[src/rtl/scarv_cop_palu_sched_pkg.sv]
// Shared types for the packed-ALU scheduler: FSM encoding, packed op layout
// and the two-requester round-robin grant function.
package scarv_cop_palu_sched_pkg;

   localparam int OP_W = 172;

   typedef enum logic [1:0] {
      IDLE = 2'd0,
      EXEC = 2'd1,
      RESP = 2'd2
   } state_e;

   // Field layout of the packed op, MSB first.
   typedef struct packed {
      logic [31:0] gpr_rs1;
      logic [31:0] rs1;
      logic [31:0] rs2;
      logic [31:0] rs3;
      logic [31:0] imm;
      logic [2:0]  pw;
      logic [3:0]  cls;
      logic [4:0]  subclass;
   } op_t;

   // last = index of the previous winner; on a tie the other one wins.
   function automatic logic [1:0] rr_grant(input logic [1:0] valid, input logic last);
      logic [1:0] g;
      g[0] = valid[0] & (~valid[1] | last);
      g[1] = valid[1] & (~valid[0] | ~last);
      return g;
   endfunction

endpackage

[src/rtl/scarv_cop_palu_sched_arb.sv]
// Combinational two-way round-robin arbiter. avail[i] says requester i would
// win if it were valid, so it never depends on that requester's own valid.
module scarv_cop_palu_sched_arb
   import scarv_cop_palu_sched_pkg::*;
(
   input  logic [1:0] valid,
   input  logic       last_grant,
   output logic [1:0] grant,
   output logic [1:0] avail
);

   always_comb begin
      grant    = rr_grant(valid, last_grant);
      avail[0] = ~(valid[1] & ~last_grant);
      avail[1] = ~(valid[0] &  last_grant);
   end

endmodule

[src/rtl/scarv_cop_palu_sched.sv]
// Scheduler/sequencer for the shared packed-ALU datapath.
// Optional EXEC watchdog enabled by SCARV_COP_PALU_SCHED_TIMEOUT_EN.
module scarv_cop_palu_sched
   import scarv_cop_palu_sched_pkg::*;
#(
   parameter int unsigned TMO_CYCLES = 64
) (
   input  logic            g_clk,
   input  logic            g_resetn,
   input  logic            req0_valid,
   output logic            req0_ready,
   input  logic [OP_W-1:0] req0_op,
   input  logic [3:0]      req0_rd,
   input  logic            req1_valid,
   output logic            req1_ready,
   input  logic [OP_W-1:0] req1_op,
   input  logic [3:0]      req1_rd,
   output logic            palu_ivalid,
   output logic [OP_W-1:0] palu_op,
   input  logic            palu_idone,
   input  logic [3:0]      palu_cpr_rd_ben,
   input  logic [31:0]     palu_cpr_rd_wdata,
   output logic            rsp_valid,
   input  logic            rsp_ready,
   output logic            rsp_src,
   output logic [3:0]      rsp_rd,
   output logic [3:0]      rsp_ben,
   output logic [31:0]     rsp_wdata,
   output logic            rsp_err
);

   if (TMO_CYCLES < 1) begin : g_tmo_chk
      $error("TMO_CYCLES must be at least 1");
   end

   state_e            state_q, state_d;
   logic              last_q, last_d;
   logic [OP_W-1:0]   op_q, op_d;
   logic [3:0]        rd_q, rd_d;
   logic              src_q, src_d;
   logic [3:0]        ben_q, ben_d;
   logic [31:0]       wdata_q, wdata_d;
   logic [1:0]        grant, avail;
   logic              window, take, done, tmo_hit;

   scarv_cop_palu_sched_arb u_arb (
      .valid      ({req1_valid, req0_valid}),
      .last_grant (last_q),
      .grant      (grant),
      .avail      (avail)
   );

   always_ff @(posedge g_clk or negedge g_resetn) begin
      if (!g_resetn) state_q <= IDLE;
      else           state_q <= state_d;
   end

   always_comb begin
      state_d = state_q;
      case (state_q)
         IDLE:    if (|grant)             state_d = EXEC;
         EXEC:    if (palu_idone || tmo_hit) state_d = RESP;
         RESP:    if (rsp_ready)          state_d = (|grant) ? EXEC : IDLE;
         default:                         state_d = IDLE;
      endcase
   end

   always_comb begin
      window      = (state_q == IDLE) || ((state_q == RESP) && rsp_ready);
      req0_ready  = window & avail[0];
      req1_ready  = window & avail[1];
      palu_ivalid = (state_q == EXEC);
      rsp_valid   = (state_q == RESP);
   end

   assign take = window & (|grant);
   assign done = (state_q == EXEC) & palu_idone;

   always_comb begin
      last_d  = last_q;
      op_d    = op_q;
      rd_d    = rd_q;
      src_d   = src_q;
      ben_d   = ben_q;
      wdata_d = wdata_q;
      if (take) begin
         last_d = grant[1];
         src_d  = grant[1];
         op_d   = grant[1] ? req1_op : req0_op;
         rd_d   = grant[1] ? req1_rd : req0_rd;
      end
      if (done) begin
         ben_d   = palu_cpr_rd_ben;
         wdata_d = palu_cpr_rd_wdata;
      end else if (tmo_hit) begin
         ben_d   = 4'h0;
         wdata_d = 32'h0;
      end
   end

   always_ff @(posedge g_clk or negedge g_resetn) begin
      if (!g_resetn) begin
         last_q  <= 1'b1;
         op_q    <= '0;
         rd_q    <= '0;
         src_q   <= 1'b0;
         ben_q   <= '0;
         wdata_q <= '0;
      end else begin
         last_q  <= last_d;
         op_q    <= op_d;
         rd_q    <= rd_d;
         src_q   <= src_d;
         ben_q   <= ben_d;
         wdata_q <= wdata_d;
      end
   end

`ifdef SCARV_COP_PALU_SCHED_TIMEOUT_EN
   logic [31:0] cnt_q, cnt_d;
   logic        err_q, err_d;

   // Counts EXEC cycles without idone; idone on the limit cycle still wins.
   assign tmo_hit = (state_q == EXEC) && !palu_idone && (cnt_q == TMO_CYCLES - 1);

   always_comb begin
      cnt_d = cnt_q;
      err_d = err_q;
      if (take)                      cnt_d = '0;
      else if (state_q == EXEC && !palu_idone) cnt_d = cnt_q + 32'd1;
      if (take || done)              err_d = 1'b0;
      else if (tmo_hit)              err_d = 1'b1;
   end

   always_ff @(posedge g_clk or negedge g_resetn) begin
      if (!g_resetn) begin
         cnt_q <= '0;
         err_q <= 1'b0;
      end else begin
         cnt_q <= cnt_d;
         err_q <= err_d;
      end
   end

   assign rsp_err = err_q;
`else
   assign tmo_hit = 1'b0;
   assign rsp_err = 1'b0;
`endif

   assign palu_op   = op_q;
   assign rsp_src   = src_q;
   assign rsp_rd    = rd_q;
   assign rsp_ben   = ben_q;
   assign rsp_wdata = wdata_q;

endmodule

[config.mk]
export PLATFORM = sky130hd
export DESIGN_NAME = scarv_cop_palu_sched
export DESIGN_NICKNAME = d
export VERILOG_FILES = /design/src/rtl/scarv_cop_palu_sched_pkg.sv /design/src/rtl/scarv_cop_palu_sched_arb.sv /design/src/rtl/scarv_cop_palu_sched.sv
export SDC_FILE = /design/constraint.sdc
export NUM_CORES = 1
export LEC_CHECK = 0
export BUFFER_PORTS_ARGS = -buffer_cell sky130_fd_sc_hd__buf_2
export CORE_AREA = 8 8 232 234
export CTS_CLUSTER_SIZE = 12
export DETAILED_ROUTE_END_ITERATION = 8
export DIE_AREA = 0 0 240 242
export GPL_TIMING_DRIVEN = 0
export MAX_ROUTING_LAYER = met4
export PLACE_DENSITY = 0.53
export SLEW_MARGIN = 20
export SYNTH_ARGS = -nofsm -noshare
export SYNTH_HDL_FRONTEND = slang
export SYNTH_SLANG_ARGS = --single-unit
[constraint.sdc]
create_clock -name g_clk -period 1.75 [get_ports g_clk]
set_input_delay 0.175 -clock g_clk [delete_from_list [all_inputs] [get_ports g_clk]]
set_output_delay 0.175 -clock g_clk [all_outputs]
set_load 0.005 [all_outputs]
Yosys cells after proc, flatten, opt, wreduce, memory -nomap -nowiden
Cells that the tools add are included.
{ "word_totals": {"regBits": 216, "in_bits": 394} }
{ "op_classes": {"n_eq_ne": 5, "mux": 7, "bitwise": 15, "n_reduce_logical": 5} }
{ "op_table": {"columns": ["op", "count"], "rows": [
  ["172-bit two-way mux", 1],
  ["1-bit bitwise AND", 8],
  ["2-bit two-way mux", 3],
  ["2-bit by 1-bit inequality test with 1-bit output (second input constant)", 3],
  ["2-bit case mux with 3 select lines", 1],
  ["1-bit inverter", 5],
  ["4-bit two-way mux", 1],
  ["3-bit AND reduction", 1],
  ["2-bit by 1-bit == test with 1-bit output (second input constant)", 1],
  ["2-bit == test (second input constant)", 1],
  ["2-bit zero test", 1],
  ["1-bit OR", 2],
  ["2-bit OR reduction", 1],
  ["1-bit logical AND", 1],
  ["1-bit logical OR", 1],
  ["1-bit two-way mux", 1]
]} }

Longest topological paths before layout
Gate-level depths: netlist (run 1).
{ "logic_depth": {"word_depth": 7, "depth_mapped": 6, "ltp_nobuf": 3} }

By module
Synthesis (run 1) repeated with hierarchy kept, for this count alone.
{ "hier_totals": {"cells_unflattened": 669, "area_unflattened_um2": 10287.4} }
{ "by_module_without_submodules": {"columns": ["mod", "instances", "cells_per_inst", "area_per_inst_um2", "seq_area_each_um2"], "rows": [
  ["scarv_cop_palu_sched", 1, 665, 10254.8, 5406.4],
  ["scarv_cop_palu_sched_arb", 1, 4, 32.5, 0.0]
]} }

Worst setup path before layout (run 1)
OpenSTA, ideal clock, no wires.
{ "synth_timing": {"path_kind": "register -> register", "start": "reg last_q", "end": "reg op_q[114] (netlist: palu_op[114])", "setup_ns": 0.128, "t_arrival_ns": 1.346, "t_required_ns": 1.622, "slack_ns": 0.276, "stages_incl_launch_ff": 7, "synth_period_minus_slack_ns": 1.474, "path_cell_list": "dfstp_2 nor2b_1 buf_2 buf_6 buf_2 o32ai_1 a2bb2oi_2"} }
{ "synth_via": {"elab_chain_len": 5} }
{ "synth_lines": {"columns": ["element", "line_no", "rtl"], "rows": [
  ["from (decl)", "scarv_cop_palu_sched.sv:37", "logic last_q, last_d;"],
  ["from (signal assigned)", "scarv_cop_palu_sched.sv:110", "last_q <= last_d;"],
  ["1-bit inverter", "scarv_cop_palu_sched_pkg.sv:29", "g[1] = valid[1] & (~valid[0] | ~last);"],
  ["1-bit OR", "scarv_cop_palu_sched_pkg.sv:29", null],
  ["1-bit bitwise AND", "scarv_cop_palu_sched_pkg.sv:29", null],
  ["2-bit OR reduction", "scarv_cop_palu_sched.sv:76", "assign take = window & (|grant);"],
  ["1-bit bitwise AND", "scarv_cop_palu_sched.sv:76", null],
  ["to (signal assigned)", "scarv_cop_palu_sched.sv:111", "op_q <= op_d;"],
  ["to (decl)", "scarv_cop_palu_sched.sv:38", "logic [OP_W-1:0] op_q, op_d;"]
]} }
Several ways; a longest one is shown, not always the timed one.
A chain may end at the register's enable or synchronous reset.

Final worst setup path (run 1)
{ "layout_timing": {"start": "reg last_q", "end": "out req0_ready"} }
{ "layout_via": {"elab_chain_len": 4} }
{ "layout_lines": {"columns": ["element", "line_no", "rtl"], "rows": [
  ["1-bit inverter", "scarv_cop_palu_sched_arb.sv:14", "avail[0] = ~(valid[1] & ~last_grant);"],
  ["1-bit bitwise AND", "scarv_cop_palu_sched_arb.sv:14", null],
  ["1-bit inverter", "scarv_cop_palu_sched_arb.sv:14", null],
  ["1-bit bitwise AND", "scarv_cop_palu_sched.sv:70", "req0_ready = window & avail[0];"],
  ["to (decl)", "scarv_cop_palu_sched.sv:11", "output logic req0_ready,"]
]} }
No other way between the ends.

==> metrics.cfg, run 1 <==
[finish]
areaGrowthSynthToFinish_pct = 86.98
seqCellArea_um2 = 5408
multiInputGateArea_um2 = 4203
finish.instance_area_um2 = 18900
final_layout_size_suffix_gt1_frac = 0.4869
fin_cells = 2436
num-nets-final = 2126
fill_cells = 4874
utilization = 0.3744

[worst_setup_path]
end_kind = output port
rr_worst_depth = 6
startpoint_type = flip-flop
r2r-start = last_q
slowest_stage = dfstp_2
critPathLaunch = last_q
worstPathMaxFanout = 5
crit_family = flip-flops
critical_path_class = flip-flop to output port
crit_path_end = req0_ready
r2r-end = palu_op[133]
worstPathRequired_ps = 1570
worstPathCellList = nor2b_4, clkbuf_16, nor2_4, buf_6
critPathBufInv = 2
cp.depth = 4
max_stage_delay_ps = 570
r2r_slack_ps = 50
arrival_ps = 1540

[floorplanning]
die_area_um2 = 58080
die_h_um = 242
ios = 612
coreArea_um2 = 50470
initial_core_util = 0.2002
die_w_um = 240
placementRows = 83

[synth]
synth.area.top_cells = dfrtp_1 53%, o32ai_1 14%, a2bb2oi_1 11%, a2bb2oi_2 7.4%, mux2_1 3.2%
yosys.area_share.xor_xnor = 0
yosys.area_share.simple = 0.008543
syn_nets = 1123
post-synth-top-area-cell = dfrtp_1
ys.flop_type = dfrtp_1
yosysMostFrequentCell = dfrtp_1
synth.distinct_cells = 29
synth_top_family_by_area = compound AO/OA/AOI/OAI gates
synth_edf_count = 0
synth_compound_area_frac = 0.3561
ys_seq_elements = 216
synth.top_cell.area_share = 0.5324
synth_fa_ha_area_frac = 0
postSynthCellCount = 729
async_flop_share = 1.000
synth.mux.area_fraction = 0.04011
seq_area_frac_synth = 0.5350
synth_warnings = 0
netlist_area_um2 = 10110
synth_area_per_cell_um2 = 13.86
synth_commonest_cells = 215 x dfrtp_1, 157 x o32ai_1, 126 x a2bb2oi_1, 50 x a2bb2oi_2, 46 x buf_2

[clock_network]
cts_buffers = 26
clockBufferDepth = 3
cts_tree = built
insertion_delay_ps = 540
cts_root_buf = clkbuf_16
h-tree-depth = 1
clkTransAtPathRegs_ps = 60
cts_sinks = 216

[detailed_routing]
avgViaCountPerCell = 4.816
drc = 0
dr_total_vias = 11730
wl_per_cell_um = 21.95
dr.pass1.iters = 7
drt-initial-drc-count = 531
ant_nets = 0
drt_wl_total_um = 53470

[status]
outcome = finished clean

[pwr]
finalPower_mw = 28.02
p_leak_nw = 8.288
irDropWorstVdd_uv = 786.4
power_density_nw_per_um2 = 1483

[timing]
hold_viol_final = 0
tightest_slew_ps = 988.7
fmax_mhz = 581.5
relSlewSlack = 0.3408
rsz0062_at_grt = true
hold-worst-slack_ps = 10.74
layout_min_cycle_time_ps = 1720
setup_ws_ps = 30.32
fin_crit_sh = 0.9827
setup_violations = 0
slew_violations = 0
setup_tns_ps = 0
clock_skew_ps = 10.63

[min_path]
hold_class = primary input to flip-flop

[placement]
dpl.hpwl_um = 38120
placed_area_um2 = 14070
gp_congestion = 0.9712
dp_cells = 2021
dpl_worst_slack_ps = -653.9
port_buffers = 610

[grt]
grt_pass1_wl_um = 78140
grtUsageTotal = 0.1768
grt_max_degree = 93
grt_pass1_vias = 12870
grt_antenna_before_repair = 3
gr-total-overflow = 0

[job]
drv_cap = 0

-- placed cells by master, fill, tap and decap left out, types with 8 or more instances in the layout --
cell type      netlist  layout
buf_2               46     640
buf_4               24      33
o32ai_2             20      29
clkbuf_8             0      13
dlygate4sd3_1        0     354
a2bb2oi_2           50      50
clkbuf_2             0       8
mux2_1              29      29
clkbuf_16            0      28
buf_6                8      13
clkbuf_1            21      15
a2bb2oi_1          126     126
dfrtp_1            215     214
o32ai_1            157     147
-- worst register-to-register path, cell delays in order (launching register included) --
cell and delay [ps]:
dfstp_2 570, a21bo_1 120, clkbuf_4 190, buf_6 170
buf_2 250, o32ai_1 180, a2bb2oi_2 160
-- where the power goes --
part / internal, mW / leakage, nW / switching [mW]
sequential: 7.45 / 2.38 / 1.49
combinational: 6.88 / 5.45 / 6.45
clock: 3.61 / 0.464 / 2.14
total: 17.9 / 8.29 / 10.1
-- metal layers --
| layer | global-route usage | routed length (um) |
|---|---|---|
| met1 | 0.1990 | 20410 |
| met2 | 0.2897 | 25310 |
| met3 | 0.03389 | 4046 |
| met4 | 0.1040 | 3703 |
| met5 | - | 0 |
-- cell type report --
class | instances | share of cell area
clock buffer | 43 | 0.04529
timing repair buffer | 976 | 0.3588
buffer | 100 | 0.03695
sequential | 216 | 0.2862
multi-input combinational | 409 | 0.2224
tap | 680 | 0.04503
inverter | 3 | 0.0005959
antenna | 4 | 0.0005297
clock inverter | 5 | 0.004172
-- state kept, by name, summed over array words and instances (netlist names) --
signal and cells:
state_q 2, rsp_wdata 32, palu_op 172, rsp_src 1, rsp_rd 4, last_q 1, rsp_ben 4
-- worst min path at each step --
stage	start	to	slack [ps]	depth (start not counted)
finish	req1_op[67]	palu_op[67]	10	3
global route	req1_op[67]	palu_op[67]	10	3
CTS	req0_op[41]	palu_op[41]	0.7	3
detailed placement	g_resetn	palu_op[123]	70	1
global placement	palu_cpr_rd_wdata[15]	rsp_wdata[15]	390	2
floorplan	g_resetn	palu_op[0]	-120	0
-- repair_timing --
action / 4_1_cts / 5_1_grt
setup buffers: 5 / 5
hold buffers: 354 / 0
endpoints found under the hold margin: 422 / 0
endpoints found under the setup margin: 159 / 92
pin swaps: 1 / 2
resized for setup: 45 / 15
-- logic make-up after synthesis --
family	Yosys count
muxes	36
DFF	216
buffers and inverters	104
AOI/OAI and AO/OA	360
and+or+nand+nor	12
other	1
No activity file was read; power rests on OpenSTA's default activity.
==> run 2: changes to the inputs <==
- CORE_AREA: 8 8 232 234 -> 2 2 240 242
- DIE_AREA: 0 0 240 242 -> 0 0 242 244
- PLACE_DENSITY: 0.53 -> 0.49
==> metrics.cfg, run 2 (synthesis results as in run 1) <==
[floorplanning]
initial_core_util = 0.1799
die_area_um2 = 59050
die_w_um = 242
ios = 612
coreArea_um2 = 56170
die_h_um = 244
placementRows = 87

[placement]
dpl_worst_slack_ps = -693.4
port_buffers = 610
dpl.hpwl_um = 36070
dp_cells = 2097
gp_congestion = 0.9684
placed_area_um2 = 14170

[detailed_routing]
wl_per_cell_um = 20.06
ant_nets = 0
drc = 0
drt-initial-drc-count = 473
dr_total_vias = 11640
avgViaCountPerCell = 4.602
drt_wl_total_um = 50750
dr.pass1.iters = 8

[clock_network]
cts_buffers = 26
cts_sinks = 216
insertion_delay_ps = 540
cts_tree = built
clockBufferDepth = 3
cts_root_buf = clkbuf_16
h-tree-depth = 1
clkTransAtPathRegs_ps = 60

[worst_setup_path]
crit_family = buffers and inverters
worstPathMaxFanout = 10
r2r-start = last_q
startpoint_type = flip-flop
arrival_ps = 2140
cp.depth = 6
crit_path_end = palu_op[124]
worstPathRequired_ps = 2220
end_kind = flip-flop
r2r_slack_ps = 70
worstPathCellList = a21bo_1, clkbuf_4, buf_6, buf_2, o32ai_1, a2bb2oi_2
r2r-end = palu_op[124]
critical_path_class = flip-flop to flip-flop
max_stage_delay_ps = 560
critPathBufInv = 3
critPathLaunch = last_q
slowest_stage = dfstp_2
rr_worst_depth = 6

[finish]
mostFrequentLayoutCells = 644 x buf_2, 378 x dlygate4sd3_1, 214 x dfrtp_1
num-nets-final = 2147
finish.instance_area_um2 = 19060
largest_reg_flops = 172
layout_commonest_cell = buf_2
fill_cells = 5614
utilization = 0.3393
final_layout_size_suffix_gt1_frac = 0.4752
areaGrowthSynthToFinish_pct = 88.60
fin_cells = 2530

[pwr]
finalPower_mw = 27.57
p_sw_frac = 0.3604
power.internal_mw = 17.64
switchingPower_mw = 9.937
power.share.combinational = 0.473
clkPwrFrac = 0.203
p_leak_nw = 8.321
pwr-share-seq = 0.324
power_density_nw_per_um2 = 1447
irDropWorstVdd_uv = 641.6

[timing]
layout_min_cycle_time_ps = 1677
relSlewSlack = 0.5612
clock_skew_ps = 11.18
hold_viol_final = 0
setup_violations = 0
slew_violations = 0
setup_tns_ps = 0
tightest_slew_ps = 658.2
rsz0062_at_grt = true
hold-worst-slack_ps = 10.23
setup_ws_ps = 72.68
fmax_mhz = 596.2
fin_crit_sh = 0.9585

[grt]
grtUsageTotal = 0.1692
grt_pass1_vias = 12620
gr-total-overflow = 0
grt_max_degree = 92
grt_antenna_before_repair = 3
grt_pass1_wl_um = 75410

[min_path]
hold_class = primary input to flip-flop

[status]
outcome = finished clean

[job]
drv_cap = 0

[run 2: changes by cell type in the layout (fill, tap and decap cells not counted), moves of 3 or more]
cell           previous run  this run
buf_4                    33        30
clkbuf_8                 13         9
clkinv_2                  2         5
dlygate4sd3_1           354       378
o32ai_1                 147       153
buf_12                    4         1
o32ai_2                  29        24
buf_2                   640       644
[run 2: worst min-delay path: stages]
cell and delay (ps):
buf_2 80, o32ai_1 90, a2bb2oi_1 150
[run 2: layout make-up]
type | instances | area (um2) | share of cell area
inverters | 3 | 11.26 | 0.0005908
flip-flops and latches | 216 | 5408 | 0.2837
repair buffers | 997 | 6960 | 0.3652
plain buffers | 100 | 689.4 | 0.03617
clock inverters | 8 | 92.59 | 0.004858
multi-input cells | 409 | 4146 | 0.2176
well taps | 756 | 945.9 | 0.04963
diodes | 2 | 5.005 | 0.0002626
clock buffers | 39 | 800.8 | 0.04201
[run 2: power groups by stage]
stage	Sequential, mW	Clock (mW)	Combinational, mW
finish	8.93	5.60	13.0
global route	9.24	6.01	13.9
CTS	8.90	5.80	13.0
detailed placement	8.92	0	12.1
global placement	8.88	0	12.0
floorplan	9.04	0	6.40
[run 2: per-layer routing]
| metal | up-vias | share of wire | global-route usage |
|---|---|---|---|
| met3 | 214 | 0.066 | 0.02722 |
| met5 | - | 0 | - |
| met4 | 0 | 0.059 | 0.08696 |
| met2 | 717 | 0.48 | 0.2853 |
| met1 | 5586 | 0.39 | 0.1947 |
| li1 | 5125 | - | - |
[run 2: worst min-delay path by stage]
stage | from | end | depth (start not counted)
after floorplan | g_resetn | palu_op[0] | 0
after global placement | palu_cpr_rd_wdata[7] | rsp_wdata[7] | 2
after detailed placement | g_resetn | palu_op[119] | 1
after CTS | req0_op[155] | palu_op[155] | 3
after global routing | req1_op[93] | palu_op[93] | 3
final | req0_op[84] | palu_op[84] | 3
[run 2: repair_timing]
| action | CTS | global route |
|---|---|---|
| setup buffers | 5 | 2 |
| gates resized for setup | 33 | 16 |
| setup endpoints to repair | 151 | 82 |
| pin swaps | 1 | 2 |
| hold endpoints to repair | 431 | 0 |
| hold buffers | 378 | 0 |
